File: src/rtl/ay38500_pkg.sv
// Shared types and defaults for the paddle ramp generator.
package ay38500_pkg;

    // Where a player's paddle value comes from each frame.
    typedef enum logic [1:0] {
        DIGITAL = 2'd0,
        AXIS_Y  = 2'd1,
        AXIS_X  = 2'd2,
        PADDLE  = 2'd3
    } ctrl_mode_e;

    localparam int DEF_POS_INIT  = 128;
    localparam int DEF_STEP_SLOW = 5;
    localparam int DEF_STEP_FAST = 8;

    // Two's-complement stick axis -> unsigned 0..255 with centre at 128.
    function automatic logic [7:0] offset_binary(input logic [7:0] s);
        return {~s[7], s[6:0]};
    endfunction

endpackage

File: src/rtl/paddle_channel.sv
// One player's paddle path: source select, digital position integrator
// and the per-line ramp counter whose expiry drives the chip's paddle pin.
module paddle_channel
    import ay38500_pkg::*;
#(
    parameter int POS_INIT  = DEF_POS_INIT,
    parameter int STEP_SLOW = DEF_STEP_SLOW,
    parameter int STEP_FAST = DEF_STEP_FAST
) (
    input  logic        clk_sys,
    input  logic        reset,
    input  logic        vs_rise,
    input  logic        hs_rise,
    input  logic [1:0]  mode,
    input  logic        invert,
    input  logic        speed,
    input  logic        up,
    input  logic        down,
    input  logic [15:0] analog,
    input  logic [7:0]  paddle,
    output logic [7:0]  pos,
    output logic        expired
);

    localparam logic [8:0] STEP_S = 9'(STEP_SLOW);
    localparam logic [8:0] STEP_F = 9'(STEP_FAST);
    localparam logic [7:0] POS_RST = 8'(POS_INIT);

    logic [8:0] cap_reg;
    logic [7:0] pos_reg;
    logic [7:0] pos_next;
    logic [7:0] src;
    logic [8:0] step;
    logic [8:0] sum;
    logic [8:0] diff;
    ctrl_mode_e mode_e;

    assign mode_e = ctrl_mode_e'(mode);

    // Select the frame's raw value; digital mode reports the pre-update position.
    always_comb begin
        src = pos_reg;
        case (mode_e)
            DIGITAL: src = pos_reg;
            AXIS_Y:  src = offset_binary(analog[15:8]);
            AXIS_X:  src = offset_binary(analog[7:0]);
            PADDLE:  src = paddle;
            default: src = pos_reg;
        endcase
    end

    // Clamped 9-bit step of the digital position; down wins over up.
    always_comb begin
        step     = speed ? STEP_F : STEP_S;
        sum      = {1'b0, pos_reg} + step;
        diff     = {1'b0, pos_reg} - step;
        pos_next = pos_reg;
        if (down) begin
            pos_next = sum[8] ? 8'hFF : sum[7:0];
        end else if (up) begin
            pos_next = diff[8] ? 8'h00 : diff[7:0];
        end
    end

    // Reload the ramp on vsync, count it down on each later hsync.
    always_ff @(posedge clk_sys) begin
        if (reset) begin
            pos_reg <= POS_RST;
            cap_reg <= 9'd0;
        end else if (vs_rise) begin
            cap_reg <= {1'b0, src ^ {8{invert}}};
            if (mode_e == DIGITAL) begin
                pos_reg <= pos_next;
            end
        end else if (hs_rise && (cap_reg != 9'd0)) begin
            cap_reg <= cap_reg - 9'd1;
        end
    end

    assign pos     = pos_reg;
    assign expired = (cap_reg == 9'd0);

endmodule

File: src/rtl/paddle_ramp_gen.sv
// Paddle ramp generator: sync edge detection shared by both players,
// two paddle channels, and practice-mode mirroring of the right input.
module paddle_ramp_gen
    import ay38500_pkg::*;
#(
    parameter int POS_INIT  = DEF_POS_INIT,
    parameter int STEP_SLOW = DEF_STEP_SLOW,
    parameter int STEP_FAST = DEF_STEP_FAST
) (
    input  logic        clk_sys,
    input  logic        reset,
    input  logic        hs,
    input  logic        vs,
    input  logic [1:0]  mode_p1,
    input  logic [1:0]  mode_p2,
    input  logic        invert_p1,
    input  logic        invert_p2,
    input  logic        speed,
    input  logic [1:0]  up,
    input  logic [1:0]  down,
    input  logic [15:0] analog_0,
    input  logic [15:0] analog_1,
    input  logic [7:0]  paddle_0,
    input  logic [7:0]  paddle_1,
    input  logic        practice,
    output logic        lp_in,
    output logic        rp_in,
    output logic [7:0]  pos_p1,
    output logic [7:0]  pos_p2
);

    logic hs_d_reg;
    logic vs_d_reg;
    logic hs_rise;
    logic vs_rise;

    logic [1:0][1:0]  mode_v;
    logic [1:0]       invert_v;
    logic [1:0][15:0] analog_v;
    logic [1:0][7:0]  paddle_v;
    logic [1:0][7:0]  pos_v;
    logic [1:0]       expired_v;

    // One-cycle history of the sync inputs for rising-edge detection.
    always_ff @(posedge clk_sys) begin
        if (reset) begin
            hs_d_reg <= 1'b0;
            vs_d_reg <= 1'b0;
        end else begin
            hs_d_reg <= hs;
            vs_d_reg <= vs;
        end
    end

    assign vs_rise = vs & ~vs_d_reg;
    // A coincident vsync reload takes priority over the line decrement.
    assign hs_rise = hs & ~hs_d_reg & ~vs_rise;

    assign mode_v   = {mode_p2, mode_p1};
    assign invert_v = {invert_p2, invert_p1};
    assign analog_v = {analog_1, analog_0};
    assign paddle_v = {paddle_1, paddle_0};

    generate
        for (genvar gi = 0; gi < 2; gi++) begin : g_chan
            paddle_channel #(
                .POS_INIT  (POS_INIT),
                .STEP_SLOW (STEP_SLOW),
                .STEP_FAST (STEP_FAST)
            ) u_chan (
                .clk_sys (clk_sys),
                .reset   (reset),
                .vs_rise (vs_rise),
                .hs_rise (hs_rise),
                .mode    (mode_v[gi]),
                .invert  (invert_v[gi]),
                .speed   (speed),
                .up      (up[gi]),
                .down    (down[gi]),
                .analog  (analog_v[gi]),
                .paddle  (paddle_v[gi]),
                .pos     (pos_v[gi]),
                .expired (expired_v[gi])
            );
        end
    endgenerate

    assign pos_p1 = pos_v[0];
    assign pos_p2 = pos_v[1];
    assign lp_in  = expired_v[0];
    assign rp_in  = practice ? expired_v[0] : expired_v[1];

endmodule

File: config.mk
export PLATFORM = sky130hd
export DESIGN_NAME = paddle_ramp_gen
export DESIGN_NICKNAME = d
export VERILOG_FILES = /design/src/rtl/ay38500_pkg.sv /design/src/rtl/paddle_channel.sv /design/src/rtl/paddle_ramp_gen.sv
export SDC_FILE = /design/constraint.sdc
export NUM_CORES = 1
export LEC_CHECK = 0
export ABC_AREA = 1
export BUFFER_PORTS_ARGS = -buffer_cell sky130_fd_sc_hd__buf_2
export CAP_MARGIN = 20
export CORE_MARGIN = 1.5
export CORE_UTILIZATION = 60
export DETAILED_ROUTE_END_ITERATION = 7
export GPL_ROUTABILITY_DRIVEN = 1
export GPL_TIMING_DRIVEN = 0
export MAX_ROUTING_LAYER = met4
export PLACE_DENSITY = 0.86
export SKIP_CTS_REPAIR_TIMING = 1
export SYNTH_ARGS = -nofsm -noshare
export SYNTH_HDL_FRONTEND = slang
export SYNTH_SLANG_ARGS = --single-unit
File: constraint.sdc
create_clock -name clk_sys -period 5.3 [get_ports clk_sys]
set_clock_uncertainty 0.2 [all_clocks]
set_input_delay 0 -clock clk_sys [delete_from_list [all_inputs] [get_ports clk_sys]]
set_output_delay 0 -clock clk_sys [all_outputs]
set_load 0.005 [all_outputs]
==> key figures <==
Run status
  – Run status: finished, violations left
  – Failing checks: hold timing

Die
  – Top Ports: 82
  – Chip width: 80.5 um
  – Standard-cell rows: 28
  – Die ar.: 6480 sq um
  – Starting Density: 61.6%
  – Core outline area: 5850 sq um
  – Die Y: 80.5 um

Place
  – GP Congestion: 0.963
  – Pre-CTS WS: 3.08 ns
  – Port Buffers: 77
  – Dpl hpwl: 7860 um

Logic synthesis
  – Post-synth top cells: nand2_1, nand3_1, inv_1
  – Synth cell types: 38
  – Sequential area share after synthesis: 20.0%
  – Top-count cell post-synth: nand2_1
  – Yosys top cell area share: 20.0%
  – Synthesized area: 3610 sq um
  – Synthesized area per cell: 5.75 sq um
  – Syn Inst Count: 627
  – Post-synth EDFFs: 0
  – Ys Warns: 0
  – Top_reg_cell synth: dfxtp_1
  – Seq cells post-synth: 36
  – Asr flop ratio synth: 0%
  – Area contributors post-synth: dfxtp_1, nand2_1, nand3_1, o21ai_0, inv_1
  – Synth area leader: dfxtp_1
  – Mapped Nets: 709

Detailed routing
  – WL final: 10400 um
  – Routed length per placed instance: 13.0 um
  – Via count: 4467
  – DRT iter0 DRCs: 348
  – DR DRC count: 0
  – DRT Pass-1 Iters: 5
  – Post-route ant nets: 0
  – Vias per std cell: 5.61

CTS
  – Clk slew on worst S/H paths: 0.09 ns
  – Num Clock Sinks: 36
  – Skew-Pair Late Insertion Delay: 0.30 ns
  – CTS tree: yes
  – Clock tree buffer depth: 2
  – CTS Buf Count: 5
  – Clock root buffer master: clkbuf_8
  – CTS HTree Levels: 2

Global route
  – Largest net degree at the start of global routing: 13
  – Global-route wire length before repair: 16300 um
  – Grt ovf: 0
  – Antenna violations before repair: 0
  – GRT Util Overall: 32.4%
  – Vias in the first global route: 3688

Timing
  – Actual slew at the worst max-slew pin: 0.599 ns
  – Final slew viol count: 0
  – WHS: -0.0434 ns
  – Period utilization: 50.0%
  – RSZ-0062 raised after global routing: false
  – Setup tns final: 0 ns
  – Final setup vio count: 0
  – Slew headroom: 60.1%
  – F_max: 377 MHz
  – Final hold vios: 3
  – Final worst slack: 2.65 ns
  – Fin crit period: 2.65 ns

Critical path
  – Critical-path cell list: ha_1, a21oi_1, o21ai_2, nor2_1, nor2_4, nand2_1, nand3_1, nand2_1, dlygate4sd3_1, inv_1
  – Worst R2R Setup Slack: 2.65 ns
  – Critical path's slowest cell: dlygate4sd3_1
  – Crit end category: flop
  – Worst path max stage delay: 0.55 ns
  – WP data required: 5.31 ns
  – Critical path type: flop to flop
  – CP max FO: 7
  – Most used cell, CP: nand2_1
  – CP Launch Type: flop
  – WP data arrival: 2.66 ns

Pwr
  – Power Total: 0.871 mW
  – Max IR drop VDD: 0.000120 V
  – Pleak: 2.21 nW
  – Power Density: 203 nW/um^2

Layout
  – Area growth, synth to finish: 18.9%
  – Largest register FFs: 18
  – Share of layout cells above drive strength 1: 16.8%
  – Nets: 802
  – ANT cells: 0

Run
  – Max-cap viol count: 0

Worst hold path
  – Worst hold path class: input port to flop
## stage by stage
step                      area, sq um  hold slack, ns  util (%)  cells
final                            4290         -0.0434      73.3    796
after global routing             4290         0.00956      73.3    796
after CTS                        4200          -0.274      71.7    787
after detailed placement         4090          0.0440      69.8    779
after global placement           4090          0.0156      69.8    779
after floorplan                  3610          -0.117         -    627
## path summary, 6_finish.rpt
| kind | to | startpoint | cells past startpoint |
|---|---|---|---|
| worst max register to register | g_chan[0].u_chan.pos[4] | g_chan[0].u_chan.pos[3] | 10 |
| worst min register to register | g_chan[0].u_chan.cap_reg[8] | g_chan[0].u_chan.cap_reg[8] | 2 |
| worst max-delay path | g_chan[0].u_chan.pos[4] | g_chan[0].u_chan.pos[3] | 10 |
| worst min-delay path | g_chan[1].u_chan.cap_reg[3] | analog_1[11] | 5 |
## power by group
part	leakage (nW)	internal [mW]	switching (mW)
registers	0.296	0.290	0.0212
clock network	0.0541	0.139	0.115
logic	1.86	0.122	0.184
total	2.21	0.551	0.320
## cell type report
class / count / area (sq um)
sequential: 36 / 721
clock buffer: 5 / 68.8
fill: 526 / 1560
buffer: 19 / 106
timing repair buffer: 86 / 475
multi-input combinational: 497 / 2490
tap: 75 / 93.8
clock inverter: 3 / 42.5
inverter: 75 / 284
## cells in the final DEF, fill, tap and decap left out, drive strengths merged, types with 4 or more instances in the layout
master and instances:
nand3 90, nand2 190, nand4 8, clkbuf 14, or2 4, buf 87
inv 74, o211ai 10, nor2 60, dfxtp 36, xor2 6, o21ai 56
ha 18, nor3 7, a21oi 36, dlygate4sd3 9
## logic make-up after synthesis
family | count (synthesis) | synth area share [%]
AO/OA/AOI/OAI | 109 | 16.6
XOR/XNOR | 9 | 2.19
adder cells (fa/ha/maj) | 18 | 6.25
buffers and inverters | 94 | 10.8
flip-flops | 36 | 20.0
AND/OR/NAND/NOR | 361 | 44.1
## critical path, delay by kind of cell, from the launching register on
kind / cells / cell delay (ns)
simple gates: 5 / 0.55
compound gates: 2 / 0.40
flops: 1 / 0.47
fa+ha+maj: 1 / 0.37
buf+inv: 2 / 0.59
## metal layers
layer,vias up,GRT usage (%),wire length (um)
met5,-,-,0
met3,16,4.32,624
met4,0,7.07,127
met2,172,52.7,5040
li1,2251,-,-
met1,2028,42.7,4590
Note: power is estimated with default switching activity, not from simulation.
